## config.mk

```make
export PLATFORM = sky130hd
export DESIGN_NAME = shift_add_mul_ctrl
export DESIGN_NICKNAME = d
export VERILOG_FILES = /design/src/rtl/mul_pkg.sv /design/src/rtl/calookah.sv /design/src/rtl/shift_add_mul_ctrl.sv
export SDC_FILE = /design/constraint.sdc
export NUM_CORES = 1
export LEC_CHECK = 0
export ABC_AREA = 1
export BUFFER_PORTS_ARGS = -buffer_cell sky130_fd_sc_hd__buf_2
export CAP_MARGIN = 10
export CELL_PAD_IN_SITES_DETAIL_PLACEMENT = 1
export CELL_PAD_IN_SITES_GLOBAL_PLACEMENT = 1
export CORE_MARGIN = 8
export CORE_UTILIZATION = 34
export CTS_BUF_LIST = sky130_fd_sc_hd__clkbuf_8
export DETAILED_ROUTE_END_ITERATION = 10
export HOLD_SLACK_MARGIN = 0.03
export PLACE_DENSITY = 0.74
export REMOVE_ABC_BUFFERS = 1
export SLEW_MARGIN = 10
export SYNTH_ARGS = -nofsm -noshare
export SYNTH_HDL_FRONTEND = slang
export SYNTH_SLANG_ARGS = --single-unit
export TNS_END_PERCENT = 30
```

## constraint.sdc

```tcl
create_clock -name clk -period 7.8 [get_ports clk]
set_input_delay 0.39 -clock clk [delete_from_list [all_inputs] [get_ports clk]]
set_output_delay 0.39 -clock clk [all_outputs]
set_load 0.01 [all_outputs]
```

## src/rtl/mul_pkg.sv

```systemverilog
// Shared definitions for the shift-and-add multiplier sequencer.
package mul_pkg;

    localparam int MUL_W  = 32;
    localparam int PROD_W = 64;

    // Count value of the final iteration; the counter wraps after it.
    localparam logic [4:0] ITER_LAST = 5'd31;

    typedef enum logic [1:0] {
        IDLE = 2'd0,
        RUN  = 2'd1,
        DONE = 2'd2
    } state_t;

endpackage

```

## src/rtl/calookah.sv

```systemverilog
// 32-bit carry-lookahead adder: 4-bit lookahead groups, group carries
// resolved from group generate/propagate terms.
module calookah (
    input  logic [31:0] a,
    input  logic [31:0] b,
    input  logic        cin,
    output logic [31:0] sum,
    output logic        cout
);

    logic [31:0] g;
    logic [31:0] p;
    logic [32:0] c;
    logic [7:0]  gg;
    logic [7:0]  gp;
    logic [8:0]  gc;

    // Bit and group generate/propagate, then group and bit carries.
    always_comb begin
        g  = a & b;
        p  = a ^ b;
        gg = '0;
        gp = '0;
        gc = '0;
        c  = '0;
        for (int i = 0; i < 8; i++) begin
            gg[i] = g[4*i+3]
                  | (p[4*i+3] & g[4*i+2])
                  | (p[4*i+3] & p[4*i+2] & g[4*i+1])
                  | (p[4*i+3] & p[4*i+2] & p[4*i+1] & g[4*i]);
            gp[i] = p[4*i+3] & p[4*i+2] & p[4*i+1] & p[4*i];
        end
        gc[0] = cin;
        for (int i = 0; i < 8; i++) begin
            gc[i+1] = gg[i] | (gp[i] & gc[i]);
        end
        for (int i = 0; i < 8; i++) begin
            c[4*i]   = gc[i];
            c[4*i+1] = g[4*i] | (p[4*i] & gc[i]);
            c[4*i+2] = g[4*i+1] | (p[4*i+1] & g[4*i])
                     | (p[4*i+1] & p[4*i] & gc[i]);
            c[4*i+3] = g[4*i+2] | (p[4*i+2] & g[4*i+1])
                     | (p[4*i+2] & p[4*i+1] & g[4*i])
                     | (p[4*i+2] & p[4*i+1] & p[4*i] & gc[i]);
        end
        c[32] = gc[8];
    end

    assign sum  = p ^ c[31:0];
    assign cout = c[32];

endmodule

```

## src/rtl/shift_add_mul_ctrl.sv

```systemverilog
// Radix-2 shift-and-add sequencer: unsigned 32x32->64 product, one adder
// iteration per clock, valid/ready handshakes on both sides.
module shift_add_mul_ctrl
    import mul_pkg::*;
(
    input  logic        clk,
    input  logic        rst_n,
    input  logic        in_valid,
    output logic        in_ready,
    input  logic [31:0] mcand,
    input  logic [31:0] mplier,
    output logic        out_valid,
    input  logic        out_ready,
    output logic [63:0] product,
    output logic        busy
);

    state_t            state;
    state_t            state_nxt;
    logic [MUL_W-1:0]  mcand_r;
    logic [MUL_W-1:0]  acc_hi;
    logic [MUL_W-1:0]  acc_lo;
    logic [4:0]        cnt;
    logic [MUL_W-1:0]  add_b;
    logic [MUL_W-1:0]  add_sum;
    logic              add_cout;

    // Multiplier LSB selects whether this iteration adds the multiplicand.
    assign add_b = acc_lo[0] ? mcand_r : '0;

    calookah u_add (
        .a    (acc_hi),
        .b    (add_b),
        .cin  (1'b0),
        .sum  (add_sum),
        .cout (add_cout)
    );

    // State register.
    always_ff @(posedge clk or negedge rst_n) begin
        if (!rst_n) begin
            state <= IDLE;
        end else begin
            state <= state_nxt;
        end
    end

    // Next-state: accept in IDLE, fixed 32 iterations, wait for consumer.
    always_comb begin
        state_nxt = state;
        case (state)
            IDLE:    if (in_valid)          state_nxt = RUN;
            RUN:     if (cnt == ITER_LAST)  state_nxt = DONE;
            DONE:    if (out_ready)         state_nxt = IDLE;
            default:                        state_nxt = IDLE;
        endcase
    end

    // Outputs decoded from state only, so no input-to-output paths exist.
    always_comb begin
        in_ready  = (state == IDLE);
        out_valid = (state == DONE);
        busy      = (state == RUN) || (state == DONE);
    end

    // Operand capture, accumulate-and-shift iterations and result latch.
    always_ff @(posedge clk or negedge rst_n) begin
        if (!rst_n) begin
            mcand_r <= '0;
            acc_hi  <= '0;
            acc_lo  <= '0;
            cnt     <= '0;
            product <= '0;
        end else begin
            case (state)
                IDLE: begin
                    if (in_valid) begin
                        mcand_r <= mcand;
                        acc_hi  <= '0;
                        acc_lo  <= mplier;
                        cnt     <= '0;
                    end
                end
                RUN: begin
                    // Carry-out becomes the new MSB, so no bit is ever lost.
                    acc_hi <= {add_cout, add_sum[MUL_W-1:1]};
                    acc_lo <= {add_sum[0], acc_lo[MUL_W-1:1]};
                    cnt    <= cnt + 5'd1;
                    if (cnt == ITER_LAST) begin
                        product <= {add_cout, add_sum, acc_lo[MUL_W-1:1]};
                    end
                end
                default: ;
            endcase
        end
    end

endmodule

```

==> key figures, run 1 <==
Run status
  • Outcome: completed

Timing
  • Fmax: 289 MHz
  • Max Slew Vio Count: 0
  • Skew final: approximately 0.017 ns
  • Setup TNS: 0 ns
  • Fin. Hold Viols: 0
  • Final setup vio count: 0
  • Crit path time final: between 3 and 4 ns
  • RSZ-0062 raised after global routing: false
  • Max-slew headroom: approximately 27%
  • Fin crit share: roughly 44%
  • Worst Max-Slew Pin Slew: 1.09 ns

Clock network
  • Num CTS Buffers: 17
  • Clk sink count: between 150 and 200
  • Post-CTS Hold Fix Bufs: 0
  • # resized after CTS: 0
  • Clk root buf: clkbuf_8
  • Clock input transition at the sequential cells of the worst setup and hold paths: approximately 0.1 ns
  • CTS max path bufs: 2
  • TritonCTS clock tree: yes
  • H-tree levels: 4
  • Postcts setup bufs: 0
  • Worst-Skew Late Latency: ~0.45 ns

Synthesis
  • Top cell type's share of synthesized area: approximately half
  • Synth Area in XOR/XNOR: 1.85%
  • Post-synthesis sequential area ratio: roughly 52%
  • Post-synth top cells: nand2_1, dfrtp_1, o21ai_0, inv_1
  • Simple-gate share of the synthesized area: 18.7%
  • Count leader, synth: nand2_1
  • Post-synth top flop: dfrtp_1
  • Compound-Gate Fraction of Synth Area: approximately an eighth
  • Largest family of logic cells by synthesized area: simple AND/OR/NAND/NOR gates
  • Yosys cell types: 35
  • Fraction of synthesized area in multiplexers: 0%
  • Cell area after synthesis: 8050 sq um
  • YS warnings: 0
  • Area contributors post-synth: dfrtp_1, nand2_1, o21ai_0, ha_1, inv_1
  • Mapped Cells: 934
  • Adder-Cell Fraction of Synth Area: between 7 and 8%
  • Synthesis-stage register bit count: 167
  • Number of synthesized flops with an enable pin: 0
  • Post-synth ARST share: 100%
  • Cell taking the most area after synthesis: dfrtp_1
  • Average size of a mapped cell: about 8.6 sq um

Final layout
  • Final #Nets: around 1,200
  • # fillers: 2,837
  • Share of layout cells above drive strength 1: between 10% and 20%
  • ANT cells: 0
  • Area growth syn-to-layout: 17.6%

Global route
  • First-pass GRT wire length: ~35,000 um
  • Tot GR Track Use: 15.1%
  • Antenna violations before repair: 0
  • Vias in the first global route: approximately 7,000
  • Pin count of the biggest net entering global routing: just under 100
  • Grt total ovfl: 0

Pwr
  • Internal: 1.90 mW
  • Leak pwr: about 5 nW
  • Gate power share: about two fifths
  • Peak supply drop: ~0.00011 V
  • Clock network power share: 21.8%
  • Total power: roughly 3.2 mW
  • Sequential share of power: 37.4%
  • Sw Pwr: around 1.3 mW
  • PwrDens: around 340 nW/um^2
  • Sw frac: between 40% and 50%

Setup path
  • Cell mode on critical path: inv_1
  • Nature of the critical path startpoint: flip-flop
  • Critical path class: flip-flop to flip-flop
  • CP Cell Sequence: inv_1, ha_2, buf_4, inv_1, o21ai_4, buf_4, inv_1, a21oi_1, nor2_1
  • CP max stage delay: 0.72 ns
  • Critical path endpoint category: flip-flop
  • Worst path arrival time: around 3.8 ns
  • Worst Path Required: between 8 and 9 ns
  • Slowest CP cell: inv_1
  • CP max FO: 74

Floorplanning
  • Die Y: about 170 um
  • Die area: between 20,000 and 30,000 sq um
  • Initial core utilization: between 30% and 40%
  • Core area: around 23,000 sq um
  • Std-Cell Rows: 56
  • Die Width: roughly 170 um
  • I/O pin total: 135

Route
  • Drt pass-1 iters: 4
  • WL final: 20,700 um
  • Wire length per cell: approximately 15 um
  • Post-route antenna net violation count: 0
  • DR iter-0 viols: 477
  • Drt drc: 0
  • Via/cell ratio: between 4 and 5
  • Via count: 6,488

Placement
  • GP Congestion: between 0.7 and 0.8
  • Buffers added on ports: ~130
  • Post-DP HPWL: about 15,000 um

Worst hold path
  • Hold Crit Class: primary input to async pin

Job
  • # Max-Cap Violations: 0
==> logic make-up (layout without fill, tap and decap cells) <==
group,count (synthesis),after routing
AO/OA/AOI/OAI,179,179
XOR/XNOR,17,17
adder cells (fa/ha/maj),45,45
buffers and inverters,149,278
flip-flops,167,167
AND/OR/NAND/NOR,377,377
==> sequential cells by signal (all words and copies together) (netlist names) <==
| name | flops |
|---|---|
| acc_hi | 32 |
| acc_lo | 32 |
| cnt | 5 |
| mcand_r | 32 |
| product | 64 |
| state | 2 |
==> stage by stage <==
stage	instances	hold WS [ns]	utilization, %	area (sq um)	setup WS [ns]
floorplan	890	0.0944	-	7870	0.307
global placement	1350	0.460	38.6	9020	4.42
detailed placement	1350	0.462	38.6	9020	4.27
CTS	1382	0.0546	40.6	9470	4.21
global route	1382	0.0840	40.6	9470	3.92
finish	1382	0.0110	40.6	9470	4.34
==> routing by layer <==
metal  up-vias  routed length, um  global-route usage [%]
li1       3213                  -                       -
met1      3150               9440                    18.5
met2       104              10000                    26.1
met3        21                910                    3.57
met4         0                320                    4.27
met5         -                  0                       0
==> critical path: cells and delay by family (launching register included) <==
kind | cells | cell delay (ns)
buffers and inverters | 5 | 2.18
AO/OA/AOI/OAI | 2 | 0.52
flip-flops | 1 | 0.41
adder cells (fa/ha/maj) | 1 | 0.16
AND/OR/NAND/NOR | 1 | 0.07
==> power by group through the flow <==
stage,sequential [mW],combinational [mW],clock [mW]
CTS,1.21,1.36,0.736
detailed placement,1.23,1.35,0
global placement,1.22,1.29,0
finish,1.21,1.32,0.707
floorplan,1.21,0.953,0
global route,1.24,1.55,0.768
==> path summary, 6_finish.rpt <==
path / from / to / slack, ns / depth (start not counted)
max in group asynchronous: rst_n / mcand_r[25] / 6.25 / 2
min reg2reg: product[60] / product[60] / 0.48 / 2
min: rst_n / product[13] / 0.01 / 1
max: state[1] / cnt[2] / 4.34 / 9
min in group clk: mcand[30] / mcand_r[30] / 0.12 / 3
max reg2reg: state[1] / cnt[2] / 4.34 / 9
==> area by class of cell <==
class / count / area, sq um / share of cell area (%)
Clock buffer: 17 / 234 / 2.47
Clock inverter: 15 / 215 / 2.27
Inverter: 105 / 394 / 4.16
Multi-Input combinational cell: 618 / 3320 / 35.0
Sequential cell: 167 / 4180 / 44.1
Tap cell: 319 / 399 / 4.22
Timing Repair Buffer: 141 / 729 / 7.71
==> placed cells by master (no fill, tap or decap), drive strengths merged, types with 2 or more instances in the layout <==
cell	synthesis	layout
a21oi	18	18
a22o	2	2
a31oi	3	3
buf	6	141
bufinv	0	4
clkbuf	38	17
clkinv	1	5
dfrtp	167	167
fa	8	8
ha	37	37
inv	104	110
nand2	321	321
nand3	24	24
nand3b	2	2
nand4	3	3
nor2	25	25
o211ai	31	31
o21ai	112	112
o21bai	2	2
o22ai	6	6
xnor2	5	5
xor2	12	12
Power figures use the tool's default switching activity.
==> run 2: changes to the inputs <==
- ABC_AREA: 1 -> 0
- clock period: 7.8 -> 3.1 ns (I/O delays scaled with it)
==> key figures, run 2 <==
Clock network
  • Worst-Skew Late Latency: 0.46 ns (about the same)
  • Num CTS Buffers: 17 (unchanged)
  • CTS max path bufs: 2 (unchanged)
  • H-tree levels: 4 (unchanged)
  • Clk root buf: clkbuf_8
  • TritonCTS clock tree: yes
  • Clk sink count: 167 (unchanged)
  • Clock input transition at the sequential cells of the worst setup and hold paths: 0.10 ns (about the same)

Route
  • WL final: 24,100 um (+16%)
  • Drt pass-1 iters: 4 (unchanged)
  • DR iter-0 viols: 257 (-46%)
  • Wire length per cell: 18.6 um (+24%)
  • Via count: 6,249 (-3.7%)
  • Drt drc: 0 (unchanged)
  • Via/cell ratio: 4.83 (+2.9%)
  • Post-route antenna net violation count: 0 (unchanged)

Final layout
  • Biggest register: product
  • Final std cells w/o fill: 1,293 (-6.4%)
  • Layout Utilization: 47.1% (+6.5 points)
  • ANT cells: 0 (unchanged)
  • Area growth syn-to-layout: 37.2%
  • Design area: 11,000 sq um (+16%)
  • Max reg flops: 64 (unchanged)
  • Leading cell types in the layout, fill and taps excluded: dfrtp_1, buf_2, nand2_1
  • Commonest non-fill, non-tap cell in the layout: dfrtp_1
  • Final #Nets: 1,074 (-7.7%)
  • Share of layout cells above drive strength 1: 38.5% (+21 points)

Floorplanning
  • Std-Cell Rows: 56 (unchanged)
  • I/O pin total: 135 (unchanged)
  • Die Width: 170 um (-0.20%)
  • Core area: 23,300 sq um (unchanged)
  • Die Y: 170 um (-0.20%)
  • Initial core utilization: 34.3% (-0.16 points)
  • Die area: 28,700 sq um (-0.41%)

Placement
  • Placed instance area: 9470 sq um (+5.0%)
  • Pre-CTS setup slack: -0.389 ns (-4.66 ns)
  • Dpl cells: 1,180 (-13%)
  • Post-DP HPWL: 16,000 um (+9.2%)
  • Buffers added on ports: 134 (unchanged)
  • GP Congestion: 0.797 (+3.9%)

Synthesis
  • Post-synthesis sequential area ratio: 52.2% (+0.24 points)
  • Cell taking the most area after synthesis: dfrtp_1
  • Mapped Cells: 703 (-25%)
  • Average size of a mapped cell: 11.4 sq um (+32%)
  • YS warnings: 0 (unchanged)
  • Post-synth ARST share: 100% (unchanged)
  • Synthesis-stage register bit count: 167 (unchanged)
  • Yosys cell types: 46 (+31%)
  • Post-synth top flop: dfrtp_1
  • Post-synth top cells: dfrtp_1, nand2_1, mux2_2, o21ai_0, ha_1
  • Number of synthesized flops with an enable pin: 0 (unchanged)
  • Count leader, synth: dfrtp_1
  • Top cell type's share of synthesized area: 52.2% (+0.24 points)
  • Area contributors post-synth: dfrtp_1, mux2_2, ha_1, o21ai_0, mux2i_1
  • Cell area after synthesis: 8010 sq um (-0.45%)

Timing
  • WHS: 0.153 ns (+0.142 ns)
  • Worst Max-Slew Pin Slew: 0.999 ns (-0.0939 ns)
  • Fin. Hold Viols: 0 (unchanged)
  • RSZ-0062 raised after global routing: true
  • Skew final: 0.0164 ns (-0.000807 ns)
  • Max-slew headroom: 33.2% (+6.2 points)
  • Final setup vio count: 13 (+13)
  • Setup TNS: -0.843 ns (-0.843 ns)
  • Max Slew Vio Count: 0 (unchanged)
  • Setup ws final: -0.173 ns (-4.51 ns)
  • Fin crit share: 106% (+61 points)
  • Crit path time final: 3.27 ns (-0.191 ns)
  • Fmax: 306 MHz (+5.9%)

Pwr
  • Leak pwr: 5.39 nW (+5.3%)
  • PwrDens: 854 nW/um^2 (+150%)
  • Peak supply drop: 0.000347 V (+210%)
  • Total power: 9.39 mW (+190%)

Global route
  • Antenna violations before repair: 0 (unchanged)
  • First-pass GRT wire length: 38,100 um (+7.8%)
  • Tot GR Track Use: 16.7% (+1.6 points)
  • Grt total ovfl: 0 (unchanged)
  • Pin count of the biggest net entering global routing: 85 (-13%)
  • Vias in the first global route: 6,959 (-3.1%)

Worst hold path
  • Hold Crit Class: primary input to flip-flop

Setup path
  • CP Cell Sequence: buf_12, and2_4, ha_4, and2_4, a221o_1, a221o_1, o21ai_2, o21ai_2, a21o_1, fa_2, mux2_4
  • Crit path buf inv count: 1 (-4)
  • Slowest CP cell: dfrtp_2
  • Cell family with most CP delay: compound AO/OA/AOI/OAI gates
  • Critical path class: flip-flop to flip-flop
  • Slack of the worst reg-to-reg path: -0.17 ns (-4.51 ns)
  • Critical path endpoint category: flip-flop
  • Worst Path Required: 3.45 ns (-4.68 ns)
  • CP max FO: 6 (-92%)
  • CP max stage delay: 0.47 ns (-0.25 ns)
  • Worst path arrival time: 3.63 ns (-0.17 ns)
  • Nature of the critical path startpoint: flip-flop

Run status
  • Outcome: finished with violations
  • Failing checks: setup timing

Job
  • # Max-Cap Violations: 0 (unchanged)
run 2: worst paths after layout:
path | depth (start not counted) | endpoint | from
worst max-delay path | 11 | product[59] | acc_lo[0]
worst min-delay path | 4 | state[0] | out_ready
worst max register to register | 11 | product[59] | acc_lo[0]
worst min register to register | 2 | product[41] | product[41]
max in group asynchronous | 3 | acc_lo[0] | rst_n
min in group asynchronous | 2 | mcand_r[28] | rst_n
run 2: layout make-up:
type | count | area, sq um
Clock buffer | 18 | 248
Clock inverter | 14 | 149
Sequential cell | 167 | 4180
Inverter | 29 | 109
Fill cell | 2531 | 12300
Timing Repair Buffer | 273 | 1940
Multi-Input combinational cell | 473 | 3960
Tap cell | 319 | 399
run 2: repair_timing:
item,CTS,global route
endpoints found under the hold margin,145,0
pin swaps,7,28
endpoints found under the setup margin,10,33
hold buffers,65,0
resized for setup,13,61
setup buffers,6,10
run 2: logic make-up after synthesis:
kind of cell	count (synthesis)	synth area share (%)
mux	110	14.9
buf+inv	63	2.95
flops	167	52.2
compound gates	143	11.1
fa+ha+maj	45	7.78
xor+xnor	21	2.30
simple gates	154	8.78
run 2: where the power goes:
| part | internal [mW] | leakage [nW] | switching [mW] |
|---|---|---|---|
| registers | 2.81 | 2.19 | 0.500 |
| clock network | 0.743 | 0.197 | 0.860 |
| logic | 2.09 | 3.01 | 2.39 |
run 2: worst min-delay path, stage by stage:
cell	delay [ns]
buf_2	0.09
inv_1	0.05
a22oi_1	0.10
a21oi_1	0.16
run 2: metal layers:
metal,track usage [%],vias to the layer above,routed length (um)
met2,28.4,95,12400
met5,0,-,0
met1,21.4,3169,10600
li1,-,2957,-
met3,3.44,28,653
met4,4.31,0,443
==> run 3: changes to the inputs <==
- PLACE_DENSITY: 0.74 -> 0.73
- SYNTH_HIERARCHICAL: default -> 1
==> key figures, run 3 <==
Synthesis
  • Post-synthesis sequential area ratio: 51.4% (-0.73 points)
  • Number of synthesized flops with an enable pin: 0 (unchanged)
  • Post-synth ARST share: 100% (unchanged)
  • Compound-Gate Fraction of Synth Area: 11.1% (+0.014 points)
  • Top cell type's share of synthesized area: 51.4% (-0.73 points)
  • Adder-Cell Fraction of Synth Area: 7.67% (-0.11 points)
  • Cell area after synthesis: 8130 sq um (+1.4%)
  • Count leader, synth: dfrtp_1
  • Post-synth top flop: dfrtp_1
  • Average size of a mapped cell: 12.6 sq um (+11%)
  • Synthesis-stage register bit count: 167 (unchanged)
  • Post-synth top cells: dfrtp_1, mux2_2, nand2_1, ha_1, o21ai_0
  • Simple-gate share of the synthesized area: 6.74% (-2.0 points)
  • Area contributors post-synth: dfrtp_1, mux2_2, ha_1, mux2i_1, a22o_1
  • Cell taking the most area after synthesis: dfrtp_1
  • Largest family of logic cells by synthesized area: multiplexers
  • YS warnings: 6 (+6)
  • Synth Area in XOR/XNOR: 2.48% (+0.18 points)
  • Fraction of synthesized area in multiplexers: 18.1% (+3.1 points)
  • Yosys cell types: 54 (+17%)
  • Mapped Cells: 644 (-8.4%)

Setup path
  • Critical path class: flip-flop to flip-flop
  • Worst Path Required: 3.44 ns (about the same)
  • Critical path endpoint category: flip-flop
  • Nature of the critical path startpoint: flip-flop
  • Worst path arrival time: 3.49 ns (-0.14 ns)
  • CP max FO: 6 (unchanged)
  • Slack of the worst reg-to-reg path: -0.05 ns (+0.12 ns)

Timing
  • Worst Max-Slew Pin Slew: 0.746 ns (-0.253 ns)
  • Setup ws final: -0.0548 ns (+0.118 ns)
  • Fin. Hold Viols: 0 (unchanged)
  • WHS: 0.0588 ns (-0.0946 ns)
  • Max-slew headroom: 50.3% (+17 points)
  • RSZ-0062 raised after global routing: true
  • Fin crit share: 102% (-3.8 points)
  • Crit path time final: 3.15 ns (-0.118 ns)
  • Final setup vio count: 3 (-10)
  • Fmax: 317 MHz (+3.7%)
  • Skew final: 0.0153 ns (-0.00112 ns)
  • Max Slew Vio Count: 0 (unchanged)

Final layout
  • Commonest non-fill, non-tap cell in the layout: dfrtp_1
  • Leading cell types in the layout, fill and taps excluded: dfrtp_1, buf_2, mux2_2
  • FF+latch area: 4180 sq um (unchanged)
  • # fillers: 2,460 (-2.8%)
  • Design area: 10,800 sq um (-1.7%)
  • Multi-input gate area: 4070 sq um (+2.8%)
  • Final #Nets: 988 (-8.0%)
  • Area growth syn-to-layout: 32.9%
  • Share of layout cells above drive strength 1: 41.4% (+2.9 points)
  • Max reg flops: 64 (unchanged)
  • Biggest register: product
  • ANT cells: 0 (unchanged)

Route
  • DR iter-0 viols: 286 (+11%)
  • Drt drc: 0 (unchanged)
  • Drt pass-1 iters: 4 (unchanged)
  • Wire length per cell: 17.9 um (-3.7%)
  • Via/cell ratio: 4.82 (-0.30%)
  • WL final: 21,600 um (-10%)
  • Post-route antenna net violation count: 0 (unchanged)
  • Via count: 5,806 (-7.1%)

Clock network
  • Worst-Skew Late Latency: 0.45 ns (about the same)
  • Clk root buf: clkbuf_8
  • Num CTS Buffers: 17 (unchanged)
  • H-tree levels: 4 (unchanged)
  • TritonCTS clock tree: yes
  • Clock input transition at the sequential cells of the worst setup and hold paths: 0.09 ns (about the same)
  • Clk sink count: 167 (unchanged)
  • CTS max path bufs: 2 (unchanged)

Global route
  • Tot GR Track Use: 15.0% (-1.8 points)
  • Pin count of the biggest net entering global routing: 101 (+19%)
  • Grt total ovfl: 0 (unchanged)
  • Antenna violations before repair: 0 (unchanged)
  • Vias in the first global route: 6,596 (-5.2%)
  • First-pass GRT wire length: 34,900 um (-8.3%)

Placement
  • Buffers added on ports: 134 (unchanged)
  • GP Congestion: 0.782 (-1.9%)
  • Post-DP HPWL: 14,000 um (-12%)
  • Placed instance area: 9340 sq um (-1.3%)

Floorplanning
  • I/O pin total: 135 (unchanged)
  • Core area: 23,500 sq um (+0.60%)
  • Die area: 29,100 sq um (+1.3%)
  • Die Y: 171 um (+0.64%)
  • Die Width: 171 um (+0.64%)
  • Std-Cell Rows: 56 (unchanged)
  • Initial core utilization: 34.6% (+0.28 points)

Run status
  • Outcome: finished with violations
  • Failing checks: setup timing

Pwr
  • PwrDens: 801 nW/um^2 (-6.3%)
  • Peak supply drop: 0.000476 V (+37%)
  • Total power: 8.65 mW (-7.9%)
  • Leak pwr: 5.37 nW (-0.43%)

Worst hold path
  • Hold Crit Class: primary input to flip-flop

Job
  • # Max-Cap Violations: 0 (unchanged)
==> run 3: changes by cell type after synthesis, moves of 12 or more <==
cell / previous run / this run
inv_1: 29 / 10
clkbuf_1: 22 / 9
mux2_2: 77 / 99
o21ai_0: 73 / 36
a22o_1: 16 / 34
buf_1: 12 / 0
nand2_1: 87 / 46
buf_2: 0 / 16
==> run 3: what timing repair did <==
action | CTS | global route
pin swaps | 10 | 10
resized for setup | 21 | 36
hold endpoints to repair | 136 | 0
setup endpoints to repair | 11 | 16
gates cloned | 1 | 0
setup buffers | 4 | 7
hold buffers | 62 | 0
==> run 3: cell type report <==
cell class                 count  share of cell area (%)
clock buffer                  19                    2.42
clock inverter                11                    1.39
inverter                      12                   0.417
multi-input combinational    437                    37.7
sequential                   167                    38.7
tap                          319                    3.69
timing repair buffer         240                    15.7
==> run 3: cells by family (layout without fill, tap and decap cells) <==
kind of cell | count (synthesis) | count (layout)
DFF | 167 | 167
xor gates and xnor gates | 23 | 23
buffers and inverters | 42 | 282
other | 1 | 3
muxes | 133 | 133
adders and majority gates | 45 | 45
AOI/OAI and AO/OA | 126 | 126
and+or+nand+nor | 107 | 107
==> run 3: final timing paths <==
kind	cells after the start	startpoint	to
min in group asynchronous	2	rst_n	product[17]
hold / removal	3	mplier[22]	acc_lo[22]
setup / recovery	12	acc_lo[0]	product[52]
setup reg to reg	12	acc_lo[0]	product[52]
max in group asynchronous	3	rst_n	acc_lo[0]
hold reg to reg	1	mcand_r[20]	mcand_r[20]
==> run 3: power breakdown <==
group	internal [mW]	leakage, nW	switching (mW)	total (mW)
Combinational	1.85	3.00	1.97	3.82
Sequential	2.76	2.16	0.413	3.17
Clock	0.837	0.210	0.819	1.66
Total	5.45	5.37	3.20	8.65
==> run 3: critical path, cell delays in order, from the launching register on <==
cell and delay [ns]:
dfrtp_2 0.47, buf_6 0.15, and2_4 0.13, ha_2 0.27, nand2_2 0.08, o21ai_2 0.06, a2111o_1 0.43, a211oi_4 0.36
or2_4 0.22, inv_1 0.05, fa_1 0.38, xor2_1 0.19, mux2_2 0.26
==> run 3: layer usage <==
layer	vias up	share of wire (%)	global-route usage, %
met1	2926	44	18.4
met4	0	1.6	4.04
li1	2742	-	-
met3	21	4.7	3.69
met2	117	50	25.7
met5	-	0	0
==> run 3: through the flow <==
stage	TNS (ns)	std cells	util (%)	worst slack, ns
after floorplan	-76.35	616	-	-1.11
after global placement	-0.0126	1101	39.8	-0.0126
after detailed placement	-0.447	1101	39.8	-0.149
after CTS	-0.0298	1198	44.9	-0.0241
after global routing	-0.763	1205	46.0	-0.158
final	-0.155	1205	46.0	-0.0548
